### config.mk
export PLATFORM = sky130hd
export DESIGN_NAME = cache_ctrl_nway_flat
export DESIGN_NICKNAME = d
export VERILOG_FILES = /design/src/rtl/cache_ctrl_nway_pkg.sv /design/src/rtl/cache_ctrl_nway_if.sv /design/src/rtl/cache_ctrl_nway_fill_tracker.sv /design/src/rtl/cache_ctrl_nway.sv /design/src/flat_wrapper.sv
export SDC_FILE = /design/constraint.sdc
export NUM_CORES = 1
export LEC_CHECK = 0
export BUFFER_PORTS_ARGS = -buffer_cell sky130_fd_sc_hd__clkbuf_2
export CAP_MARGIN = 30
export CORE_UTILIZATION = 47
export DETAILED_ROUTE_END_ITERATION = 10
export GPL_TIMING_DRIVEN = 0
export PLACE_DENSITY = 0.8
export SLEW_MARGIN = 40
export SYNTH_ARGS = -nofsm -noshare
export SYNTH_HDL_FRONTEND = slang
export SYNTH_HIERARCHICAL = 1
export SYNTH_SLANG_ARGS = --single-unit
### constraint.sdc
create_clock -name clk -period 2.6 [get_ports clk]
set_clock_uncertainty 0.05 [all_clocks]
set_input_delay 0.39 -clock clk [delete_from_list [all_inputs] [get_ports clk]]
set_output_delay 0.39 -clock clk [all_outputs]
set_load 0.05 [all_outputs]
### src/rtl/cache_ctrl_nway_pkg.sv
// rtl/cache_ctrl_nway_pkg.sv - shared state enum, parameter limits and word-index width helper
package cache_ctrl_pkg;

    typedef enum logic [1:0] {
        IDLE  = 2'd0,
        WB    = 2'd1,
        FILL  = 2'd2,
        RETRY = 2'd3
    } state_e;

    localparam int WAYS_MIN    = 1;
    localparam int WAYS_MAX    = 2;
    localparam int WORDS_MIN   = 2;
    localparam int WORDS_MAX   = 8;
    localparam int MEM_LAT_MIN = 1;
    localparam int MEM_LAT_MAX = 4;

    function automatic int calc_ww(input int words);
        return $clog2(words);
    endfunction

endpackage

### src/rtl/cache_ctrl_nway_if.sv
// rtl/cache_ctrl_nway_if.sv - CPU, cache-status and memory signals of the cache controller
interface cache_ctrl_nway_if #(
    parameter int WAYS  = 2,
    parameter int WORDS = 4,
    parameter int IDX_W = 8
);
    import cache_ctrl_pkg::*;

    localparam int WW = calc_ww(WORDS);

    logic             rd;
    logic             wr;
    logic [IDX_W-1:0] index;
    logic [WAYS-1:0]  hit;
    logic [WAYS-1:0]  valid;
    logic [WAYS-1:0]  dirty;
    logic             mem_stall;

    logic [WAYS-1:0]  enable;
    logic             comp;
    logic             write;
    logic             valid_in;
    logic             use_mem_data;
    logic [WW-1:0]    word_c;
    logic [WW-1:0]    word_m;
    logic             mem_rd;
    logic             mem_wr;
    logic             done;
    logic             stall;
    logic             cache_hit;
    logic             err;

    modport slave (
        input  rd, wr, index, hit, valid, dirty, mem_stall,
        output enable, comp, write, valid_in, use_mem_data, word_c, word_m,
               mem_rd, mem_wr, done, stall, cache_hit, err
    );

    modport master (
        output rd, wr, index, hit, valid, dirty, mem_stall,
        input  enable, comp, write, valid_in, use_mem_data, word_c, word_m,
               mem_rd, mem_wr, done, stall, cache_hit, err
    );

endinterface

### src/rtl/cache_ctrl_nway_fill_tracker.sv
// rtl/cache_ctrl_nway_fill_tracker.sv - MEM_LAT-deep {valid, word} delay line timing fill writes
module fill_tracker #(
    parameter int MEM_LAT = 2,
    parameter int WW      = 2
) (
    input  logic          clk,
    input  logic          rst,
    input  logic          push_valid,
    input  logic [WW-1:0] push_word,
    output logic          out_valid,
    output logic [WW-1:0] out_word
);

    logic [MEM_LAT-1:0] vld_q, vld_d;
    logic [WW-1:0]      word_q [MEM_LAT];
    logic [WW-1:0]      word_d [MEM_LAT];

    always_comb begin
        vld_d[0]  = push_valid;
        word_d[0] = push_word;
        for (int i = 1; i < MEM_LAT; i++) begin
            vld_d[i]  = vld_q[i-1];
            word_d[i] = word_q[i-1];
        end
    end

    always_ff @(posedge clk) begin
        if (rst) begin
            vld_q <= '0;
            for (int i = 0; i < MEM_LAT; i++) word_q[i] <= '0;
        end else begin
            vld_q <= vld_d;
            for (int i = 0; i < MEM_LAT; i++) word_q[i] <= word_d[i];
        end
    end

    assign out_valid = vld_q[MEM_LAT-1];
    assign out_word  = word_q[MEM_LAT-1];

endmodule

### src/rtl/cache_ctrl_nway.sv
// rtl/cache_ctrl_nway.sv - N-way cache controller: hit, write-back, line fill and retry sequencing.
// CACHE_LRU_EN selects a per-set LRU bit as the full-set victim; otherwise a toggle flop is used.
module cache_ctrl_nway
    import cache_ctrl_pkg::*;
#(
    parameter int WAYS    = 2,
    parameter int WORDS   = 4,
    parameter int MEM_LAT = 2,
    parameter int IDX_W   = 8
) (
    input  logic             clk,
    input  logic             rst,
    cache_ctrl_nway_if.slave bus
);

    localparam int            WW   = calc_ww(WORDS);
    localparam logic [WW-1:0] LAST = WW'(WORDS - 1);

    state_e          state_q, state_d;
    logic [WW-1:0]   cnt_q, cnt_d;
    logic [WAYS-1:0] victim_q, victim_d;
    logic            issued_q, issued_d;

`ifdef CACHE_LRU_EN
    logic [2**IDX_W-1:0] lru_q, lru_d;
    logic [WAYS-1:0]     used_oh;
    logic                used_idx;
`else
    logic                toggle_q, toggle_d;
`endif

    logic            repl_bit;
    logic            vic_idx;
    logic            vic_found;
    logic [WAYS-1:0] victim_oh;
    logic            victim_dirty;
    logic            done_int;
    logic            push_valid;
    logic            trk_valid;
    logic [WW-1:0]   trk_word;

`ifdef CACHE_LRU_EN
    assign repl_bit = lru_q[bus.index];
`else
    assign repl_bit = toggle_q;
`endif

    // Lowest invalid way wins; only a full set falls back to the replacement bit.
    always_comb begin
        vic_idx   = 1'b0;
        vic_found = 1'b0;
        for (int w = WAYS - 1; w >= 0; w--) begin
            if (!bus.valid[w]) begin
                vic_idx   = 1'(w);
                vic_found = 1'b1;
            end
        end
        if (!vic_found && WAYS == 2) vic_idx = repl_bit;
        victim_oh    = WAYS'(1) << vic_idx;
        victim_dirty = |(victim_oh & bus.valid & bus.dirty);
    end

    fill_tracker #(
        .MEM_LAT (MEM_LAT),
        .WW      (WW)
    ) u_fill_tracker (
        .clk        (clk),
        .rst        (rst),
        .push_valid (push_valid),
        .push_word  (cnt_q),
        .out_valid  (trk_valid),
        .out_word   (trk_word)
    );

    always_comb begin
        state_d          = state_q;
        cnt_d            = cnt_q;
        victim_d         = victim_q;
        issued_d         = issued_q;
        push_valid       = 1'b0;
        done_int         = 1'b0;
        bus.enable       = '0;
        bus.comp         = 1'b0;
        bus.write        = 1'b0;
        bus.valid_in     = 1'b0;
        bus.use_mem_data = 1'b0;
        bus.word_c       = '0;
        bus.word_m       = '0;
        bus.mem_rd       = 1'b0;
        bus.mem_wr       = 1'b0;
        bus.done         = 1'b0;
        bus.stall        = 1'b0;
        bus.cache_hit    = 1'b0;
        bus.err          = 1'b0;
`ifdef CACHE_LRU_EN
        used_oh          = '0;
`endif
        case (state_q)
            IDLE: begin
                if (bus.rd && bus.wr) begin
                    bus.err = 1'b1;
                end else if (bus.rd || bus.wr) begin
                    bus.enable = '1;
                    bus.comp   = 1'b1;
                    bus.write  = bus.wr;
                    if (|bus.hit) begin
                        bus.done      = 1'b1;
                        bus.cache_hit = 1'b1;
                        done_int      = 1'b1;
`ifdef CACHE_LRU_EN
                        used_oh       = bus.hit;
`endif
                    end else begin
                        victim_d = victim_oh;
                        cnt_d    = '0;
                        issued_d = 1'b0;
                        state_d  = victim_dirty ? WB : FILL;
                    end
                end
            end
            WB: begin
                bus.stall  = 1'b1;
                bus.enable = victim_q;
                bus.mem_wr = 1'b1;
                bus.word_c = cnt_q;
                bus.word_m = cnt_q;
                if (!bus.mem_stall) begin
                    cnt_d = cnt_q + 1'b1;
                    if (cnt_q == LAST) state_d = FILL;
                end
            end
            FILL: begin
                bus.stall = 1'b1;
                if (!issued_q) begin
                    bus.mem_rd = 1'b1;
                    bus.word_m = cnt_q;
                    if (!bus.mem_stall) begin
                        push_valid = 1'b1;
                        cnt_d      = cnt_q + 1'b1;
                        if (cnt_q == LAST) issued_d = 1'b1;
                    end
                end
                // Returned words arrive in issue order, so the last word closes the fill.
                if (trk_valid) begin
                    bus.write        = 1'b1;
                    bus.valid_in     = 1'b1;
                    bus.use_mem_data = 1'b1;
                    bus.word_c       = trk_word;
                    bus.enable       = victim_q;
                    if (trk_word == LAST) state_d = RETRY;
                end
            end
            RETRY: begin
                bus.comp   = 1'b1;
                bus.write  = bus.wr;
                bus.enable = victim_q;
                bus.done   = 1'b1;
                done_int   = 1'b1;
`ifdef CACHE_LRU_EN
                used_oh    = victim_q;
`endif
                state_d    = IDLE;
            end
            default: state_d = IDLE;
        endcase
    end

`ifdef CACHE_LRU_EN
    always_comb begin
        used_idx = (WAYS > 1) && used_oh[WAYS-1];
        lru_d    = lru_q;
        if (done_int) lru_d[bus.index] = ~used_idx;
    end
`else
    always_comb begin
        toggle_d = toggle_q;
        if (done_int) toggle_d = ~toggle_q;
    end
`endif

    always_ff @(posedge clk) begin
        if (rst) begin
            state_q  <= IDLE;
            cnt_q    <= '0;
            victim_q <= '0;
            issued_q <= 1'b0;
`ifdef CACHE_LRU_EN
            lru_q    <= '0;
`else
            toggle_q <= 1'b0;
`endif
        end else begin
            state_q  <= state_d;
            cnt_q    <= cnt_d;
            victim_q <= victim_d;
            issued_q <= issued_d;
`ifdef CACHE_LRU_EN
            lru_q    <= lru_d;
`else
            toggle_q <= toggle_d;
`endif
        end
    end

endmodule

### src/flat_wrapper.sv
// flat-port wrapper written by rule: the top's interface ports become plain ports
module cache_ctrl_nway_flat import cache_ctrl_pkg::*;
#(
    parameter int WAYS    = 2,
    parameter int WORDS   = 4,
    parameter int MEM_LAT = 2,
    parameter int IDX_W   = 8
)
  (clk, rst, bus_rd, bus_wr, bus_index, bus_hit, bus_valid, bus_dirty, bus_mem_stall, bus_enable, bus_comp, bus_write, bus_valid_in, bus_use_mem_data, bus_word_c, bus_word_m, bus_mem_rd, bus_mem_wr, bus_done, bus_stall, bus_cache_hit, bus_err);
  cache_ctrl_nway_if #(.WAYS(WAYS), .WORDS(WORDS), .IDX_W(IDX_W)) bus_i ();
  input  logic clk;
  input  logic rst;
  input wire logic [$bits(bus_i.rd)-1:0] bus_rd;
  input wire logic [$bits(bus_i.wr)-1:0] bus_wr;
  input wire logic [$bits(bus_i.index)-1:0] bus_index;
  input wire logic [$bits(bus_i.hit)-1:0] bus_hit;
  input wire logic [$bits(bus_i.valid)-1:0] bus_valid;
  input wire logic [$bits(bus_i.dirty)-1:0] bus_dirty;
  input wire logic [$bits(bus_i.mem_stall)-1:0] bus_mem_stall;
  output wire logic [$bits(bus_i.enable)-1:0] bus_enable;
  output wire logic [$bits(bus_i.comp)-1:0] bus_comp;
  output wire logic [$bits(bus_i.write)-1:0] bus_write;
  output wire logic [$bits(bus_i.valid_in)-1:0] bus_valid_in;
  output wire logic [$bits(bus_i.use_mem_data)-1:0] bus_use_mem_data;
  output wire logic [$bits(bus_i.word_c)-1:0] bus_word_c;
  output wire logic [$bits(bus_i.word_m)-1:0] bus_word_m;
  output wire logic [$bits(bus_i.mem_rd)-1:0] bus_mem_rd;
  output wire logic [$bits(bus_i.mem_wr)-1:0] bus_mem_wr;
  output wire logic [$bits(bus_i.done)-1:0] bus_done;
  output wire logic [$bits(bus_i.stall)-1:0] bus_stall;
  output wire logic [$bits(bus_i.cache_hit)-1:0] bus_cache_hit;
  output wire logic [$bits(bus_i.err)-1:0] bus_err;
  assign bus_i.rd = bus_rd;
  assign bus_i.wr = bus_wr;
  assign bus_i.index = bus_index;
  assign bus_i.hit = bus_hit;
  assign bus_i.valid = bus_valid;
  assign bus_i.dirty = bus_dirty;
  assign bus_i.mem_stall = bus_mem_stall;
  assign bus_enable = bus_i.enable;
  assign bus_comp = bus_i.comp;
  assign bus_write = bus_i.write;
  assign bus_valid_in = bus_i.valid_in;
  assign bus_use_mem_data = bus_i.use_mem_data;
  assign bus_word_c = bus_i.word_c;
  assign bus_word_m = bus_i.word_m;
  assign bus_mem_rd = bus_i.mem_rd;
  assign bus_mem_wr = bus_i.mem_wr;
  assign bus_done = bus_i.done;
  assign bus_stall = bus_i.stall;
  assign bus_cache_hit = bus_i.cache_hit;
  assign bus_err = bus_i.err;
  cache_ctrl_nway #(.WAYS(WAYS), .WORDS(WORDS), .MEM_LAT(MEM_LAT), .IDX_W(IDX_W)) u_core (.clk(clk), .rst(rst), .bus(bus_i));
endmodule
---- Word level (Yosys, flattened, before mapping) ----
Memories as Yosys holds them, arrays and structs flattened.
Index checks and enable logic that the tools add are counted.
storage, ports and cells
  flip-flop bits (word level) ............. 10
  memories kept ........................... 1
  RAM bits ................................ 4
  output and inout port bits .............. 16
  word-level logic and storage cells ...... 104
operators by class
  multiplexer cells ....................... 59
  bitwise logic cells ..................... 8
  equality and inequality tests ........... 13
  add/subtract/negate cells ............... 1
  reduce and logical (&&, ||, !) cells .... 14
  shifts and indexed selects .............. 1
memories
  name                          depth  width  read ports  clocked after memory_dff  wr ports  line                                RTL
  u_core.u_fill_tracker.word_q  2      2      2           0                         2         cache_ctrl_nway_fill_tracker.sv:15  logic [WW-1:0] word_q [MEM_LAT];
operator list
  kind                                                                      count
  2-bit two-way mux                                                         20
  1-bit two-way mux                                                         30
  2-bit case mux with 3 select lines                                        2
  2-bit inequality test (second input constant)                             5
  2-bit equality test (second input constant)                               4
  2-bit case mux with 2 select lines                                        2
  2-bit case mux with 4 select lines                                        1
  4-bit AND reduction                                                       2
  2-bit OR reduction                                                        4
  7-bit AND reduction                                                       1
  2-bit by 1-bit inequality test with 1-bit output (second input constant)  3
  1-bit case mux with 2 select lines                                        3
  5-bit AND reduction                                                       1
  2-bit AND                                                                 2
  1-bit NOT                                                                 4
  1-bit case mux with 3 select lines                                        1
  3-bit nonzero test                                                        1
  3-bit OR reduction                                                        1
  2-bit by 1-bit adder with 2-bit output (second input constant)            1
  2-bit by 1-bit equality test with 1-bit output (second input constant)    1
  2-bit zero test                                                           1
  1-bit bitwise OR                                                          2
  2-bit nonzero test                                                        1
  1-bit by 1-bit left shift with 2-bit output (first input constant)        1
  2 further kinds                                                           2

---- Longest topological paths before layout ----
Gate-level depths: netlist (run 1).
  depth after elaboration ................. 12
  gate-level depth with buffers ........... 7
  gate-level depth less buffers ........... 6

---- Modules after synthesis ----
The synthesis (run 1) kept the hierarchy.
by module, submodules not included
  module           instances  seq. area each (µm²)  cells an instance  area an instance (µm²)
  cache_ctrl_nway  1          160.2                 94                 760.7
  fill_tracker     1          120.1                 12                 157.7

---- Worst setup path after synthesis (run 1) ----
OpenSTA, ideal clock, no wires.
  kind .................................... register -> register
  start point ............................. reg u_core.state_q[0]
  end point ............................... reg u_core.toggle_q, in the netlist u_core/repl_bit
  clock period less this slack ............ 2.911 ns
  library setup time ...................... 0.121 ns
  cell stages (with the launch flop) ...... 7
  data arrival time ....................... 2.740 ns
  path slack .............................. -0.311 ns
  required time ........................... 2.429 ns
  cells stage by stage .................... dfxtp_1 inv_1 ha_1 o21ai_0 nor3_1 o21ba_2 mux2_2
on the way
  cells in the longest elaborated chain, start to end .. 2
ends and longest elaborated chain
  what                                                    line                    RTL
  start: declaration                                      cache_ctrl_nway.sv:19   state_e state_q, state_d;
  start signal: assignment                                cache_ctrl_nway.sv:193  state_q <= state_d;
  2-bit equality test or 2-bit zero test (tied branches)  --
  1-bit case mux with 2 select lines (*)                  --
  net bus_done                                            flat_wrapper.sv:29      output wire logic [$bits(bus_i.done)-1:0] bus_done;
  end signal: assignment                                  cache_ctrl_nway.sv:200  toggle_q <= toggle_d;
  end: declaration                                        cache_ctrl_nway.sv:29   logic toggle_q, toggle_d;
Mark *: on every way through the listed nets, which the timed path passes. The rest lies on a longest branch.
A chain may end at the register's enable or synchronous reset.

---- Worst setup path after layout (run 1) ----
  start point ............................. reg u_core.state_q[0]
  end point ............................... out bus_word_m[0]
on the way
  cells in the longest elaborated chain, start to end .. 2
ends and longest elaborated chain
  what                                                                                   line                   RTL
  2-bit equality test or 2-bit by 1-bit equality test with 1-bit output (tied branches)  cache_ctrl_nway.sv:98  case (state_q)
  2-bit case mux with 2 select lines (*)                                                 cache_ctrl_nway.sv:98
  end: declaration                                                                       flat_wrapper.sv:26     output wire logic [$bits(bus_i.word_m)-1:0] bus_word_m;
Every way passes the cells marked *; elsewhere a longest branch is shown, timed or not.

==> results of run 1 <==
final timing paths:
| kind | startpoint | end | slack [ns] | depth (start not counted) |
|---|---|---|---|---|
| worst max-delay path | u_core/state_q[0] | bus_word_m[0] | 0.18 | 5 |
| worst min-delay path | rst | u_core/u_fill_tracker/word_q[0][3] | 0.31 | 2 |
| worst max register to register | u_core/state_q[0] | u_core/cnt_q[1] | 0.60 | 6 |
| worst min register to register | u_core/u_fill_tracker/word_q[0][0] | u_core/u_fill_tracker/word_q[0][2] | 0.40 | 1 |
power by group through the flow:
stage          clock network [W]  logic (W)  registers [W]
2_1_floorplan                  0   0.000687       0.000280
3_3_place_gp                   0   0.000834       0.000287
3_5_place_dp                   0   0.000848       0.000288
4_1_cts                 0.000163   0.000850       0.000283
5_1_grt                 0.000170   0.000908       0.000291
6_report                0.000156   0.000847       0.000284
final cells by class:
| cell class | count | area [sq um] |
|---|---|---|
| fillers | 160 | 665.6 |
| multi-input cells | 79 | 590.6 |
| flip-flops and latches | 14 | 280.3 |
| repair buffers | 26 | 130.1 |
| inverters | 10 | 37.54 |
| clock buffers | 4 | 36.28 |
| well taps | 25 | 31.28 |
| plain buffers | 2 | 11.26 |
state kept, by name, indices dropped and copies added (netlist names):
signal                        flops
u_core/repl_bit                   1
u_core/state_q                    2
u_core/u_fill_tracker/word_q      4
u_core/victim_q                   2
u_core/cnt_q                      2
u_core/issued_q                   1
u_core/u_fill_tracker/vld_q       2
cells in the final DEF (no fill, tap or decap), drive strengths merged, types with 3 or more instances in the layout:
cell type  netlist  final
clkbuf           1     30
dfxtp           14     14
nor2b           12     12
ha              12     12
inv             10     10
nor2             9      9
o21ai            6      6
a21oi            5      5
nand2            5      5
and2             3      3
per-layer routing:
metal  share of wire  up-vias  GRT usage
met5               0        -          0
met4           0.020        0     0.1059
met3           0.046        4    0.03529
met2            0.44       30     0.3183
met1            0.49      381     0.2660
li1                -      428          -
Yosys cell counts (2+ instances only):
master	count	area [sq um]
a221oi_1	2	17.52
a21oi_1	5	25.02
dfxtp_1	14	280.3
and2_1	3	18.77
a22o_1	2	17.52
mux2i_1	2	20.02
a211oi_1	2	15.01
nand2_1	5	18.77
o21ai_0	6	30.03
inv_1	10	37.54
a21o_2	2	17.52
ha_1	12	150.1
nor2b_1	12	75.07
nor2_1	9	33.78
nand4_1	2	12.51
a32oi_1	2	17.52
worst max-delay path: cells and delay by family, from the launching register on:
| kind | cells | cell delay [ns] |
|---|---|---|
| fa+ha+maj | 1 | 0.50 |
| flops | 1 | 0.45 |
| buf+inv | 2 | 0.42 |
| compound gates | 1 | 0.19 |
| simple gates | 1 | 0.12 |
cells by family (layout without fill, tap and decap cells):
logic type / after synthesis / after routing
and+or+nand+nor: 37 / 37
muxes: 3 / 3
adders and majority gates: 12 / 12
AOI/OAI and AO/OA: 27 / 27
DFF: 14 / 14
buffers and inverters: 13 / 42
metrics by stage:
stage	hold slack [ns]	util	std cells
after detailed placement	0.3813	0.6084	157
after CTS	0.3117	0.6288	161
after global routing	0.3170	0.6267	160
final	0.3101	0.6267	160
after global placement	0.3694	0.6084	157
after floorplan	0.3638	-	106
==> reports/results.txt, run 1 <==
number of hold violations in the final report - 0
number of port buffers - 26
setup violation total in the final timing report - 0
total DRC errors in the routed layout - 0
core area - 0.001783 sq mm
required time of the critical path - 2.16 ns
Max Fanout on Critical Path - 11
cell chosen for the clock root - clkbuf_4
remaining global-route overflow - 0
Cell Chain, Critical Path - inv_1 > ha_1 > o21ai_0 > nor2_1 > clkbuf_2
result of the run - completed
Syn Nets - 137
clock tree sinks - 14
post-synthesis adder-cell area fraction - 0.1635
clock slew at the register clock pins of the worst setup and hold paths - 0.08 ns
TritonCTS clock tree - yes
Achievable Freq - 414.0 MHz
total negative slack - 0 ns
count of unique library cells instantiated by Yosys - 32
vias per cell - 5.269
start-to-end type of the worst setup path - flop to output pin
Internal Pwr Total - 0.0005957 W
flip-flop and latch count after synthesis - 14
Critical Path AT - 1.98 ns
proportion of synthesized area in mux cells - 0.03406
half-perimeter wire length after placement - 1530 microns
initial standard-cell utilization of the core - 0.5151
Gate Count Post-Synth - 106
ANT cells - 0
sequential-to-total area share from yosys stat - 0.3052
worst relative slew slack - 0.7070
fraction of power consumed by combinational cells - 0.658
class of the tightest hold or removal check - input pin to flop
leakage - 0.5194 nW
Die ar. - 0.002135 sq mm
total number of vias - 843
height of the die - 46.21 microns
DP Worst Slack - 0.3404 ns
GRT Util Overall - 0.2039
via count of the first global-routing pass - 728
number of clock buffers inserted by TritonCTS - 3
maximum buffer depth of the clock tree - 2
post-cts hold buffer count - 0
WL per Instance - 12.04 microns
Worst-Margin Slew - 0.4395 ns
final critical path time including I/O delays and setup - 2.416 ns
cell area after placement - 0.001085 sq mm
overall power of the completed layout - 0.001287 W
wire length reported by the detailed router - 1927 microns
first-pass GRT wire length - 3015 microns
overall die width - 46.21 microns
Clock Latency Late Sink - 0.28 ns
setup ws final - 0.1844 ns
proportion of layout cells with a drive suffix above 1 - 0.3037
final instance area - 0.001117 sq mm
synthesized-area fraction occupied by xor and xnor cells - 0
synthesized-area fraction occupied by ao, oa, aoi and oai cells - 0.2180
total standard cell area after synthesis - 918.4 sq um
switching portion of total power - 0.5373
final max-slew violation count - 0
setup repair after global routing missed its margin - false
number of primary I/O pins - 35
number of violations of the max-capacitance limit - 0
number of iterations in the first detailed-routing pass - 5
violation count after the first detailed-route iteration - 38
max incr delay on CP - 0.50 ns
H-tree Lvls - 1
cell area power density - 1152 mW/mm^2
average cell area after synthesis - 8.664 sq um
dominant synthesized flop cell - dfxtp_1
Clock Power Share - 0.121
buffers inserted during post-CTS setup optimization - 0
placement row count - 15
post-cts sizing count - 0
P&R area growth vs syn - 21.66%
gpl congestion - 0.8507
EDFF count, synth - 0
yosys synthesis warning count - 6
net load switching power - 0.0006918 W
ratio of final minimum period to clock period - 0.9291
Antenna Nets Post-Route - 0
Critical Path Source Type - flop
number of antenna violations at the first check in global routing - 0
net total in the final layout - 167
largest net degree at the start of global routing - 11
maximum ir drop on the vdd rail - 0.9360 mV
crit path capture type - output pin
post-synthesis share of cell area spent on and, or, nand and nor gates - 0.2221
cell at the slowest stage of the critical path - ha_1
main combinational cell family by area after synthesis - simple AND/OR/NAND/NOR gates
Seq pwr share - 0.220
Post-synth ARST share - 0
Note: power is estimated with default switching activity, not from simulation.
==> run 2, diff against run 1 <==
--- a/config.mk
+++ b/config.mk
@@ -7,6 +7,7 @@
 export LEC_CHECK = 0
 export BUFFER_PORTS_ARGS = -buffer_cell sky130_fd_sc_hd__clkbuf_2
 export CAP_MARGIN = 30
+export CORE_ASPECT_RATIO = 0.9
 export CORE_UTILIZATION = 47
 export DETAILED_ROUTE_END_ITERATION = 10
 export GPL_TIMING_DRIVEN = 0
==> run 2 against run 1 <==
  * Sequential cell count did not move
  * Sequential share of layout area barely moved
  * First-iteration DRC count fell by 24%
  * Global-route usage rose by 0.28 points
  * Clock-buffer cell count did not move
  * Via count rose by 0.95%
  * Die area barely moved
  * Clock power barely moved
  * Highest routed layer unchanged
==> reports/results.txt, run 2 (synthesis results as in run 1) <==
Worst-Margin Slew - 0.5532 ns (+0.1138 ns)
register with the highest flop count - u_core/u_fill_tracker/word_q
buffers inserted during post-CTS setup optimization - 0 (unchanged)
Clock Latency Late Sink - 0.28 ns (about the same)
Max Fanout on Critical Path - 7 (-4)
required time of the critical path - 2.16 ns (about the same)
class of the tightest hold or removal check - input pin to flop
ratio of final minimum period to clock period - 0.9196 (-0.009487)
footprint of the multi-input gates - 593.1 sq um (+0.42%)
setup repair after global routing missed its margin - false
WL per Instance - 12.60 microns (+4.6%)
Critical Path Source Type - flop
max incr delay on CP - 0.46 ns (-0.04 ns)
GRT Util Overall - 0.2067 (+0.002778)
clock slew at the register clock pins of the worst setup and hold paths - 0.08 ns (about the same)
Cell Chain, Critical Path - inv_1 > ha_1 > a211oi_1 > nor2_1 > a22o_1 > clkbuf_2
final instance area - 0.001119 sq mm (+0.11%)
initial standard-cell utilization of the core - 0.5243 (+0.009198)
result of the run - completed
worst reg-to-reg path cell count - 5 (-1)
half-perimeter wire length after placement - 1558 microns (+1.8%)
number of primary I/O pins - 35 (unchanged)
final core utilization - 0.6386 (+0.01190)
post-cts sizing count - 0 (unchanged)
post-cts hold buffer count - 0 (unchanged)
Critical Path AT - 1.95 ns (-0.03 ns)
number of violations of the max-capacitance limit - 0 (unchanged)
clock tree sinks - 14 (unchanged)
number of port buffers - 26 (unchanged)
number of clock buffers inserted by TritonCTS - 3 (unchanged)
final max-slew violation count - 0 (unchanged)
proportion of layout cells with a drive suffix above 1 - 0.3111 (+0.007407)
net total in the final layout - 167 (unchanged)
R2R Setup Slk - 0.52 ns (-0.08 ns)
number of antenna violations at the first check in global routing - 0 (unchanged)
Achievable Freq - 418.2 MHz (+1.0%)
worst hold margin - 0.3138 ns (+0.003768 ns)
maximum buffer depth of the clock tree - 2 (unchanged)
hold path endpoint - u_core/u_fill_tracker/vld_q[0]
start-to-end type of the worst setup path - flop to output pin
overall die width - 48.60 microns (+5.2%)
maximum ir drop on the vdd rail - 0.7787 mV (-17%)
gpl congestion - 0.8018 (-5.7%)
ANT cells - 0 (unchanged)
Largest register FFs - 4 (unchanged)
most common library cell in the layout ignoring fill and taps - clkbuf_2
WHS Path Cells - 2 (unchanged)
total DRC errors in the routed layout - 0 (unchanged)
height of the die - 43.94 microns (-4.9%)
footprint of the flip-flops and latches - 280.3 sq um (unchanged)
total negative slack - 0 ns (unchanged)
wire length reported by the detailed router - 2004 microns (+4.0%)
number of hold violations in the final report - 0 (unchanged)
cell count after placement - 156 (-0.64%)
core area - 0.001752 sq mm (-1.8%)
H-tree Lvls - 1 (unchanged)
final cell count without fillers - 159 (-0.63%)
Antenna Nets Post-Route - 0 (unchanged)
total number of vias - 851 (+0.95%)
first-pass GRT wire length - 3249 microns (+7.8%)
number of iterations in the first detailed-routing pass - 4 (-1)
setup violation total in the final timing report - 0 (unchanged)
crit path capture type - output pin
largest net degree at the start of global routing - 11 (unchanged)
cell chosen for the clock root - clkbuf_4
leading cell types in the layout, fill and taps excluded - clkbuf_2 (26), dfxtp_1 (14), nor2b_1 (12)
Setup crit start - u_core/state_q[0]
Fill cells - 152 (-5.0%)
final critical path time including I/O delays and setup - 2.391 ns (-0.02467 ns)
worst relative slew slack - 0.6312 (-0.07584)
hold path start - rst
placement row count - 14 (-1)
cell at the slowest stage of the critical path - dfxtp_1
remaining global-route overflow - 0 (unchanged)
origin of the critical flop-to-flop path - u_core/state_q[0]
via count of the first global-routing pass - 773 (+6.2%)
cell area power density - 1168 mW/mm^2 (+1.4%)
cell area after placement - 0.001084 sq mm (-0.12%)
P&R area growth vs syn - 21.80%
reg-to-reg endpoint - u_core/state_q[0]
violation count after the first detailed-route iteration - 29 (-24%)
Die ar. - 0.002135 sq mm (about the same)
TritonCTS clock tree - yes
leakage - 0.5183 nW (-0.20%)
vias per cell - 5.352 (+1.6%)
-- run 2: how the worst max path moves through the flow --
| stage | to | slack, ns | cells after the start |
|---|---|---|---|
| after floorplan | bus_word_m[0] | -0.03 | 5 |
| after CTS | bus_word_m[0] | 0.002 | 6 |
| after global placement | bus_word_m[0] | 0.39 | 6 |
| after global routing | bus_write | 0.09 | 6 |
| after detailed placement | bus_word_m[0] | 0.32 | 6 |
| final | bus_enable[0] | 0.21 | 6 |
-- run 2: worst max-delay path, delay by kind of cell, from the launching register on --
family | cells | cell delay (ns)
AOI/OAI and AO/OA | 2 | 0.44
adders and majority gates | 1 | 0.31
buffers and inverters | 2 | 0.37
DFF | 1 | 0.46
and+or+nand+nor | 1 | 0.08
-- run 2: cell type report --
class / count / share of cell area
Multi-Input combinational cell: 79 / 0.5302
Timing Repair Buffer: 26 / 0.1163
Buffer: 2 / 0.01007
Clock buffer: 4 / 0.03244
Tap cell: 24 / 0.02685
Sequential cell: 14 / 0.2506
Inverter: 10 / 0.03356
-- run 2: through the flow --
| step | worst slack, ns | power [W] |
|---|---|---|
| floorplan | -0.03276 | 0.0009669 |
| global placement | 0.3851 | 0.001122 |
| detailed placement | 0.3227 | 0.001142 |
| CTS | 0.002165 | 0.001298 |
| global route | 0.09351 | 0.001387 |
| finish | 0.2090 | 0.001307 |
-- run 2: where the power goes --
group | leakage, nW | switching [W] | internal [W]
clock network | 0.0210 | 0.0000699 | 0.0000852
logic | 0.384 | 0.000595 | 0.000272
registers | 0.114 | 0.0000372 | 0.000247
-- run 2: per-layer routing --
layer  vias to the layer above  GRT usage  part of all wire
met5                         -          0                 0
met4                         0    0.08824            0.0090
met3                         2    0.05614             0.052
met2                        27     0.3465              0.47
met1                       390     0.2537              0.47
li1                        432          -                 -
==> run 3, diff against run 2 <==
--- a/config.mk
+++ b/config.mk
@@ -7,11 +7,13 @@
 export LEC_CHECK = 0
 export BUFFER_PORTS_ARGS = -buffer_cell sky130_fd_sc_hd__clkbuf_2
 export CAP_MARGIN = 30
+export CELL_PAD_IN_SITES_DETAIL_PLACEMENT = 1
+export CELL_PAD_IN_SITES_GLOBAL_PLACEMENT = 2
 export CORE_ASPECT_RATIO = 0.9
-export CORE_UTILIZATION = 47
+export CORE_UTILIZATION = 27
 export DETAILED_ROUTE_END_ITERATION = 10
 export GPL_TIMING_DRIVEN = 0
-export PLACE_DENSITY = 0.8
+export PLACE_DENSITY = 0.81
 export SLEW_MARGIN = 40
 export SYNTH_ARGS = -nofsm -noshare
 export SYNTH_HDL_FRONTEND = slang
==> run 3 against run 2 <==
  * Sequential power barely moved
  * Final cell count rose by 11%
  * Clock-buffer cell count fell by 1
  * Sequential share of layout area fell by 0.55 points
  * Wire length rose by 21%
  * Die area rose by 70%
  * Global-route usage fell by 5.7 points
  * Combinational power barely moved
  * First-iteration DRC count rose by 28%
  * Worst setup slack improved by 0.0086 ns
  * Largest cell class unchanged
  * Largest power group unchanged
==> reports/results.txt, run 3 (synthesis results as in run 1) <==
Clock Latency Late Sink - 0.24 ns (-0.04 ns)
class of the tightest hold or removal check - input pin to flop
total negative slack - 0 ns (unchanged)
number of primary I/O pins - 35 (unchanged)
Largest register FFs - 4 (unchanged)
DP Worst Slack - 0.3217 ns (-0.001008 ns)
post-cts sizing count - 0 (unchanged)
core area - 0.003138 sq mm (+79%)
number of antenna violations at the first check in global routing - 0 (unchanged)
GR Layer Usage met1 - 0.1829 (-0.07080)
violation count after the first detailed-route iteration - 37 (+28%)
cell area power density - 1163 mW/mm^2 (-0.44%)
total DRC errors in the routed layout - 0 (unchanged)
final max-slew violation count - 0 (unchanged)
net total in the final layout - 167 (unchanged)
leakage - 0.5199 nW (+0.31%)
buffers inserted during post-CTS setup optimization - 0 (unchanged)
net load switching power - 0.0007149 W (+1.8%)
P&R area growth vs syn - 24.52%
ANT cells - 0 (unchanged)
largest net degree at the start of global routing - 11 (unchanged)
clock tree sinks - 14 (unchanged)
global routing met2 resource utilization - 0.2553 (-0.09116)
half-perimeter wire length after placement - 1907 microns (+22%)
TritonCTS clock tree - yes
cell chosen for the clock root - clkbuf_8
overall die width - 63.48 microns (+31%)
R2R Setup Slk - 0.55 ns (+0.03 ns)
Max Fanout on Critical Path - 11 (+4)
Critical Path Source Type - flop
leading cell types in the layout, fill and taps excluded - clkbuf_2 (26), dfxtp_1 (14), nor2b_1 (12), ha_1 (12), inv_1 (10)
initial standard-cell utilization of the core - 0.2927 (-0.2316)
gpl congestion - 0.6885 (-14%)
busiest grt layer - met2
wire length reported by the detailed router - 2418 microns (+21%)
remaining global-route overflow - 0 (unchanged)
H-tree Lvls - 1 (unchanged)
final core utilization - 0.3644 (-0.2741)
GRT Util Overall - 0.1501 (-0.05653)
via count of the first global-routing pass - 869 (+12%)
setup ws final - 0.2176 ns (+0.008604 ns)
proportion of layout cells with a drive suffix above 1 - 0.2985 (-0.01260)
vias per cell - 4.949 (-7.5%)
worst relative slew slack - 0.6538 (+0.02258)
fraction of power consumed by combinational cells - 0.652 (-0.011)
number of violations of the max-capacitance limit - 0 (unchanged)
setup violation total in the final timing report - 0 (unchanged)
Setup crit start - u_core/state_q[0]
switching portion of total power - 0.5375 (about the same)
crit path capture type - output pin
first-pass GRT wire length - 4174 microns (+28%)
maximum ir drop on the vdd rail - 0.3450 mV (-56%)
worst hold margin - 0.3557 ns (+0.04187 ns)
reg-to-reg endpoint - u_core/state_q[0]
Worst-Margin Slew - 0.5194 ns (-0.03387 ns)
Die ar. - 0.003639 sq mm (+70%)
most common library cell in the layout ignoring fill and taps - clkbuf_2
number of clock buffers inserted by TritonCTS - 3 (unchanged)
Internal Pwr Total - 0.0006152 W (+1.8%)
timing endpoint of the critical path - bus_word_m[1]
ratio of final minimum period to clock period - 0.9163 (-0.003309)
register with the highest flop count - u_core/u_fill_tracker/word_q
worst reg-to-reg path cell count - 5 (unchanged)
total number of vias - 871 (+2.4%)
height of the die - 57.33 microns (+30%)
setup repair after global routing missed its margin - false
required time of the critical path - 2.16 ns (about the same)
post-cts hold buffer count - 0 (unchanged)
number of port buffers - 26 (unchanged)
Antenna Nets Post-Route - 0 (unchanged)
Seq pwr share - 0.216 (-0.002)
number of iterations in the first detailed-routing pass - 5 (+1)
Achievable Freq - 419.8 MHz (+0.36%)
clock slew at the register clock pins of the worst setup and hold paths - 0.06 ns (-0.02 ns)
final critical path time including I/O delays and setup - 2.382 ns (-0.008604 ns)
placement row count - 19 (+5)
Critical Path AT - 1.94 ns (about the same)
number of hold violations in the final report - 0 (unchanged)
Clock Power Share - 0.133 (+0.014)
result of the run - completed
origin of the critical flop-to-flop path - u_core/state_q[1]
maximum buffer depth of the clock tree - 2 (unchanged)
WL per Instance - 13.74 microns (+9.0%)
met3 Track Usage GR - 0.03800 (-0.01814)
start-to-end type of the worst setup path - flop to output pin
-- run 3: cell count changes in the layout (fill, tap and decap cells not counted) --
cell      before  now
clkbuf_8       1    3
ha_1          11   12
clkbuf_4       3    0
ha_2           1    0
-- run 3: critical path, stage by stage (launching register included) --
cell and delay, ns:
dfxtp_1 0.44, inv_1 0.14, ha_1 0.50, o21ai_0 0.20
nor2_1 0.12, clkbuf_2 0.29
-- run 3: power groups by stage --
stage               registers [W]  clock network [W]  logic [W]
finish                   0.000287           0.000177   0.000867
global route             0.000293           0.000200   0.000933
CTS                      0.000287           0.000184   0.000875
detailed placement       0.000290                  0   0.000870
global placement         0.000288                  0   0.000856
floorplan                0.000280                  0   0.000687
-- run 3: per-stage QoR --
step | power [W] | cells | area, sq um
final | 0.001330 | 176 | 1144
after global routing | 0.001425 | 176 | 1144
after CTS | 0.001346 | 177 | 1147
after detailed placement | 0.001161 | 174 | 1106
after global placement | 0.001144 | 174 | 1106
after floorplan | 0.0009669 | 106 | 923.4
-- run 3: how the worst min path moves through the flow --
stage,slack [ns],to,cells after the start,from
3_5_place_dp,0.38,u_core/u_fill_tracker/word_q[0][2],1,u_core/u_fill_tracker/word_q[0][0]
6_report,0.36,u_core/u_fill_tracker/word_q[0][1],2,rst
2_1_floorplan,0.36,u_core/u_fill_tracker/vld_q[1],1,u_core/u_fill_tracker/vld_q[0]
4_1_cts,0.36,u_core/u_fill_tracker/word_q[0][1],2,rst
5_1_grt,0.36,u_core/u_fill_tracker/vld_q[1],2,rst
3_3_place_gp,0.37,u_core/u_fill_tracker/vld_q[1],1,u_core/u_fill_tracker/vld_q[0]
-- run 3: cell type report --
cell class              instances  area [sq um]
fillers                       401          1994
multi-input cells              79         590.6
flip-flops and latches         14         280.3
repair buffers                 26         130.1
well taps                      42         52.55
clock buffers                   3         41.29
inverters                      10         37.54
plain buffers                   2         11.26
-- run 3: metal layers --
metal	vias to the layer above	wire length, microns
met2	14	1215
met5	-	0
li1	430	-
met4	0	34
met1	423	1098
met3	4	70
